**src/rtl/cpu_pkg.sv**
```systemverilog
// Shared definitions for the register select / scoreboard slice.
// Latency: n/a (constants, types and a pure function only).
// Backpressure: n/a.
package cpu_pkg;

   localparam int NREGS_DEFAULT  = 16;
   localparam int IDXW_DEFAULT   = $clog2(NREGS_DEFAULT);
   localparam int IRW_DEFAULT    = 32;
   localparam int RA_LSB_DEFAULT = 23;
   localparam int RB_LSB_DEFAULT = 19;
   localparam int RC_LSB_DEFAULT = 15;

   // Largest register file supported is 64 entries (6-bit index).
   localparam int MAX_IDXW = 6;

   typedef logic [IDXW_DEFAULT-1:0] reg_idx_t;

   // One-hot of an index at the maximum width; callers size-cast the result
   // down to their own register count.
   function automatic logic [(1<<MAX_IDXW)-1:0] onehot(input logic [MAX_IDXW-1:0] idx);
      return {{((1<<MAX_IDXW)-1){1'b0}}, 1'b1} << idx;
   endfunction

endpackage

```
**src/rtl/onehot_dec.sv**
```systemverilog
// Gated index-to-one-hot decoder.
// Latency: 0 cycles, purely combinational.
// Backpressure: none; output is all zeros whenever en is low.
// Ports: en (gate), idx (IDXW-bit index), oh (2**IDXW one-hot vector).
module onehot_dec
   import cpu_pkg::*;
#(
   parameter int IDXW = 4
) (
   input  logic                  en,
   input  logic [IDXW-1:0]       idx,
   output logic [(1<<IDXW)-1:0]  oh
);

   localparam int N = 1 << IDXW;

   always_comb begin
      oh = '0;
      if (en) begin
         oh = N'(onehot(MAX_IDXW'(idx)));
      end
   end

endmodule

```
**src/rtl/reg_select_sb.sv**
```systemverilog
// Register select/encode unit with write-pending scoreboard for the register file.
// Latency: reg_in/reg_out/ba_zero/err_conflict 1 cycle; sel_idx/stall combinational.
// Backpressure: reads of pending registers raise stall and are dropped; the control unit re-presents them.
// Ports: clk/clr (sync active-high), ir_ld/ir_in (IR load), Gra/Grb/Grc (field select),
//        Rin/Rout/BAout (enable requests), issue (mark Ra pending), wb_valid/wb_idx (writeback),
//        reg_in/reg_out/ba_zero/err_conflict (registered), sel_idx/stall (comb), pending (scoreboard).
module reg_select_sb
   import cpu_pkg::*;
#(
   parameter int NREGS       = NREGS_DEFAULT,
   parameter int IDXW        = $clog2(NREGS),
   parameter int IRW         = IRW_DEFAULT,
   parameter int RA_LSB      = RA_LSB_DEFAULT,
   parameter int RB_LSB      = RB_LSB_DEFAULT,
   parameter int RC_LSB      = RC_LSB_DEFAULT,
   parameter int R0_WRITABLE = 1
) (
   input  logic             clk,
   input  logic             clr,
   input  logic             ir_ld,
   input  logic [IRW-1:0]   ir_in,
   input  logic             Gra,
   input  logic             Grb,
   input  logic             Grc,
   input  logic             Rin,
   input  logic             Rout,
   input  logic             BAout,
   input  logic             issue,
   input  logic             wb_valid,
   input  logic [IDXW-1:0]  wb_idx,
   output logic [NREGS-1:0] reg_in,
   output logic [NREGS-1:0] reg_out,
   output logic             ba_zero,
   output logic [IDXW-1:0]  sel_idx,
   output logic             stall,
   output logic [NREGS-1:0] pending,
   output logic             err_conflict
);

   localparam logic R0_PROT = (R0_WRITABLE == 0);

   logic [IRW-1:0]   ir_q;
   logic [IDXW-1:0]  ra, rb, rc;
   logic             sel_valid, multi_g, rd_req, ba_r0;
   logic             wr_ok, rd_ok, bypass;
   logic [NREGS-1:0] reg_in_d, reg_out_d, pend_set, pend_clr;
   logic             unused_ir_bits;

   // Only the register fields of the IR are consumed here.
   assign unused_ir_bits = ^ir_q;

   assign ra = ir_q[RA_LSB +: IDXW];
   assign rb = ir_q[RB_LSB +: IDXW];
   assign rc = ir_q[RC_LSB +: IDXW];

   always_comb begin
      sel_idx = '0;
      if (Gra)      sel_idx = ra;
      else if (Grb) sel_idx = rb;
      else if (Grc) sel_idx = rc;
   end

   assign sel_valid = Gra | Grb | Grc;
   assign multi_g   = (Gra & Grb) | (Gra & Grc) | (Grb & Grc);
   assign rd_req    = Rout | BAout;
   // A base-address read of R0 is answered by forcing zero on the bus, so it
   // never needs the register and never waits on the scoreboard.
   assign ba_r0     = BAout & (sel_idx == '0);
   assign bypass    = wb_valid & (wb_idx == sel_idx);
   assign stall     = rd_req & sel_valid & pending[sel_idx] & ~bypass & ~ba_r0;

   assign wr_ok = Rin & sel_valid & ~(R0_PROT & (sel_idx == '0));
   // Rin has priority over any read in the same cycle.
   assign rd_ok = rd_req & sel_valid & ~Rin & ~stall;

   onehot_dec #(.IDXW(IDXW)) u_dec_wr (
      .en  (wr_ok),
      .idx (sel_idx),
      .oh  (reg_in_d)
   );

   onehot_dec #(.IDXW(IDXW)) u_dec_rd (
      .en  (rd_ok & ~ba_r0),
      .idx (sel_idx),
      .oh  (reg_out_d)
   );

   always_comb begin
      pend_set = '0;
      pend_clr = '0;
      if (issue && !(R0_PROT && (ra == '0))) pend_set = NREGS'(onehot(MAX_IDXW'(ra)));
      if (wb_valid)                          pend_clr = NREGS'(onehot(MAX_IDXW'(wb_idx)));
   end

   always_ff @(posedge clk) begin
      if (clr) begin
         ir_q         <= '0;
         reg_in       <= '0;
         reg_out      <= '0;
         ba_zero      <= 1'b0;
         pending      <= '0;
         err_conflict <= 1'b0;
      end else begin
         if (ir_ld) ir_q <= ir_in;
         reg_in       <= reg_in_d;
         reg_out      <= reg_out_d;
         ba_zero      <= rd_ok & ba_r0;
         // Set after clear: a fresh issue outranks a retiring writeback.
         pending      <= (pending & ~pend_clr) | pend_set;
         err_conflict <= (Rin & rd_req) | multi_g;
      end
   end

endmodule

```
**config.mk**
```make
export PLATFORM = sky130hd
export DESIGN_NAME = reg_select_sb
export DESIGN_NICKNAME = d
export VERILOG_FILES = /design/src/rtl/cpu_pkg.sv /design/src/rtl/onehot_dec.sv /design/src/rtl/reg_select_sb.sv
export SDC_FILE = /design/constraint.sdc
export NUM_CORES = 1
export LEC_CHECK = 0
export BUFFER_PORTS_ARGS = -buffer_cell sky130_fd_sc_hd__buf_2
export CELL_PAD_IN_SITES_DETAIL_PLACEMENT = 0
export CELL_PAD_IN_SITES_GLOBAL_PLACEMENT = 1
export CORE_AREA = 2 2 117 74
export CTS_CLUSTER_SIZE = 14
export DETAILED_ROUTE_END_ITERATION = 10
export DIE_AREA = 0 0 119 76
export PLACE_DENSITY_LB_ADDON = 0.1
export SLEW_MARGIN = 20
export SYNTH_ARGS = -nofsm -noshare
export SYNTH_HDL_FRONTEND = slang
export SYNTH_SLANG_ARGS = --single-unit
```
**constraint.sdc**
```tcl
create_clock -name clk -period 3.3 [get_ports clk]
set_clock_uncertainty 0.2 [all_clocks]
set_input_delay 0.66 -clock clk [delete_from_list [all_inputs] [get_ports clk]]
set_output_delay 0.66 -clock clk [all_outputs]
set_load 0.02 [all_outputs]
```
==> reports/metrics.csv <==
metric;value;unit
cts_root_buffer;clkbuf_16;
syn2layout_area_growth;39.0;%
synth-edff-count;0;
vias;2740;
drc;0;
critPathMaxStageDelay;0.37;ns
dp_hpwl;6420;um
gp_congestion;0.832;
hold_violations;0;
routedWlPerCell;15.7;um
die-area;9040;um^2
status;finished clean;
netlist_top_cells_count;dfxtp_1 (62), nor2_1 (44), a21oi_1 (30), nand2_1 (28), nand3_1 (26);
place_area;3450;um^2
ys_types;52;
synth_top_area_frac;0.444;
required;2.44;ns
critPathKind;in -> out;
final_area;3890;um^2
clk_latency;0.33;ns
ir_drop;0.243;mV
synth_most_common_cell;dfxtp_1;
switching_share;0.271;
r2r-start;ir_q[16];
antenna_cells;0;
globalRoute.totalOverflow;0;
finalCritPeriodShare;0.988;
combPwrFrac;0.159;
startpoint_type;input port;
worst-path-max-fanout;11;
cts_made_buffers;9;
arrival;2.40;ns
slew_violations;0;
syn_area;2800;um^2
grt_pass1_wl;14400;um
intPower;0.00142;W
layout-drive-gt1-share;0.376;
p_clk_frac;0.440;
async_flop_share;0;
rsz0062_at_grt;true;
r2r_end;reg_out[14];
die_w;119;um
synth_area_leader_cell;dfxtp_1;
tightest_slew;0.603;ns
drtIter0Drc;206;
crit_start;Grb;
cts_tree;built;
antenna_found_initial;0;
synthTopCellsByArea;dfxtp_1 (44%), nor2_1 (5.9%), a21oi_1 (5.4%);
pin_count;102;
grt.total_usage;0.204;
setup_viol;0;
ys_ff_latch;62;
finish.net_count;475;
rrSetupSlack;0.99;ns
worst_slack;0.0405;ns
via_per_inst;5.03;
cp-end-kind;output port;
leakagePower;1.72;nW
synth-main-ff-cell;dfxtp_1;
grt_pass1_vias;2651;
htree_levels;3;
cp_cell_sequence;buf_6, nand3b_4, a32o_1, a2111oi_2, o41ai_2, buf_4, o311a_2, and2_4, buf_6;
fmax;307;MHz
crit_end;stall;
syn_area_per_cell;8.85;um^2
rows;26;
worstSetupPathDepth;9;
crit_family;compound AO/OA/AOI/OAI gates;
fin_total_pwr;0.00195;W
ant_nets;0;
synth_cells;316;
power_density;503;nW/um^2
clk_path_buf_depth;2;
maxCapViolCount;0;
slew-limit-headroom;0.598;
hold_path.class;reg -> reg;
placeableCoreArea;8100;um^2
power_frac_seq;0.401;
seq_area_frac_synth;0.444;
synth_nets;363;
worst_hold_slack;0.297;ns
firstDrtPassIters;5;
critPathBufInv;3;
pre_cts_slack;-0.132;ns
start_util;0.345;
grt_max_degree;32;
period_minus_slack;3.26;ns
switchingPower;0.000529;W
synth_warnings;0;
rr_worst_depth;7;
io_buffers;81;
cts_sinks;62;
path_common_cell;buf_6;
die_height;76;um
cts.clk_slew.worst_paths;0.05;ns
wirelength;8570;um
crit_slowest_cell;a2111oi_2;
cells in the final DEF (no fill, tap or decap), drive strengths merged, types with 3 or more instances in the layout:
cell type  count
clkinv         5
nor2          46
and2           3
clkbuf        11
a32oi          3
a31oi          4
a22o           4
nor2b          4
dfxtp         62
a32o           5
a2111oi        5
mux2i         12
o21ai         19
nand3b         5
nand3         26
nand2         29
buf          115
inv            8
xnor2          4
mux2           6
a21oi         33
sequential cells by signal (all words and copies together) (netlist names):
signal and count:
pending 16, err_conflict 1, ba_zero 1, reg_in 16
reg_out 16, ir_q 12
layout make-up:
type / count / area [um^2]
clock inverters: 5 / 35.0
fillers: 805 / 4210
flip-flops and latches: 62 / 1240
clock buffers: 11 / 243
multi-input cells: 231 / 1510
repair buffers: 115 / 677
well taps: 112 / 140
inverters: 9 / 41.3
layer usage:
metal / track usage / vias up / wire [um] / part of all wire
li1: - / 1353 / - / -
met1: 0.297 / 1270 / 4320 / 0.50
met2: 0.282 / 107 / 3450 / 0.40
met3: 0.0689 / 10 / 681 / 0.079
met4: 0.0655 / 0 / 114 / 0.013
met5: 0 / - / 0 / 0
per-stage QoR:
stage / instances / setup TNS, ns / util
after floorplan: 316 / 0 / -
after CTS: 545 / 0 / 0.472
final: 545 / 0 / 0.480
after detailed placement: 524 / -0.132 / 0.426
after global routing: 545 / -0.0324 / 0.480
after global placement: 524 / -0.196 / 0.426
power groups by stage:
stage	Sequential (W)	Combinational [W]	Clock, W
global route	0.000787	0.000340	0.000913
detailed placement	0.000800	0.000279	0
finish	0.000784	0.000311	0.000859
global placement	0.000799	0.000277	0
floorplan	0.000805	0.000165	0
CTS	0.000784	0.000297	0.000877
tightest hold or removal path, delay by kind of cell (launching register included):
family        cells  cell delay, ns
simple gates      1            0.07
flops             1            0.33
mux               1            0.07
cells by family (layout without fill, tap and decap cells):
| family | Yosys count | after routing | share of synthesized area |
|---|---|---|---|
| xor gates and xnor gates | 4 | 4 | 0.0125 |
| muxes | 18 | 18 | 0.0711 |
| DFF | 62 | 62 | 0.444 |
| buffers and inverters | 23 | 140 | 0.0515 |
| AOI/OAI and AO/OA | 83 | 83 | 0.205 |
| and+or+nand+nor | 126 | 126 | 0.216 |
how the worst min path moves through the flow:
stage               cells past startpoint  slack (ns)        start     endpoint
floorplan                               2        0.26     ir_q[21]     ir_q[21]
global placement                        2        0.28     ir_q[21]     ir_q[21]
detailed placement                      2        0.29     ir_q[21]     ir_q[21]
CTS                                     2        0.30     ir_q[21]     ir_q[21]
global route                            2        0.35  pending[10]  pending[10]
finish                                  2        0.30     ir_q[21]     ir_q[21]
repair_timing:
action                                  4_1_cts  5_1_grt
endpoints found under the hold margin         0        0
setup buffers                                 5        0
endpoints found under the setup margin        1        1
pin swaps                                     3        1
resized for setup                            13       13
gates cloned                                  0        0
hold buffers                                  0        0
(Power assumes the default switching activity.)
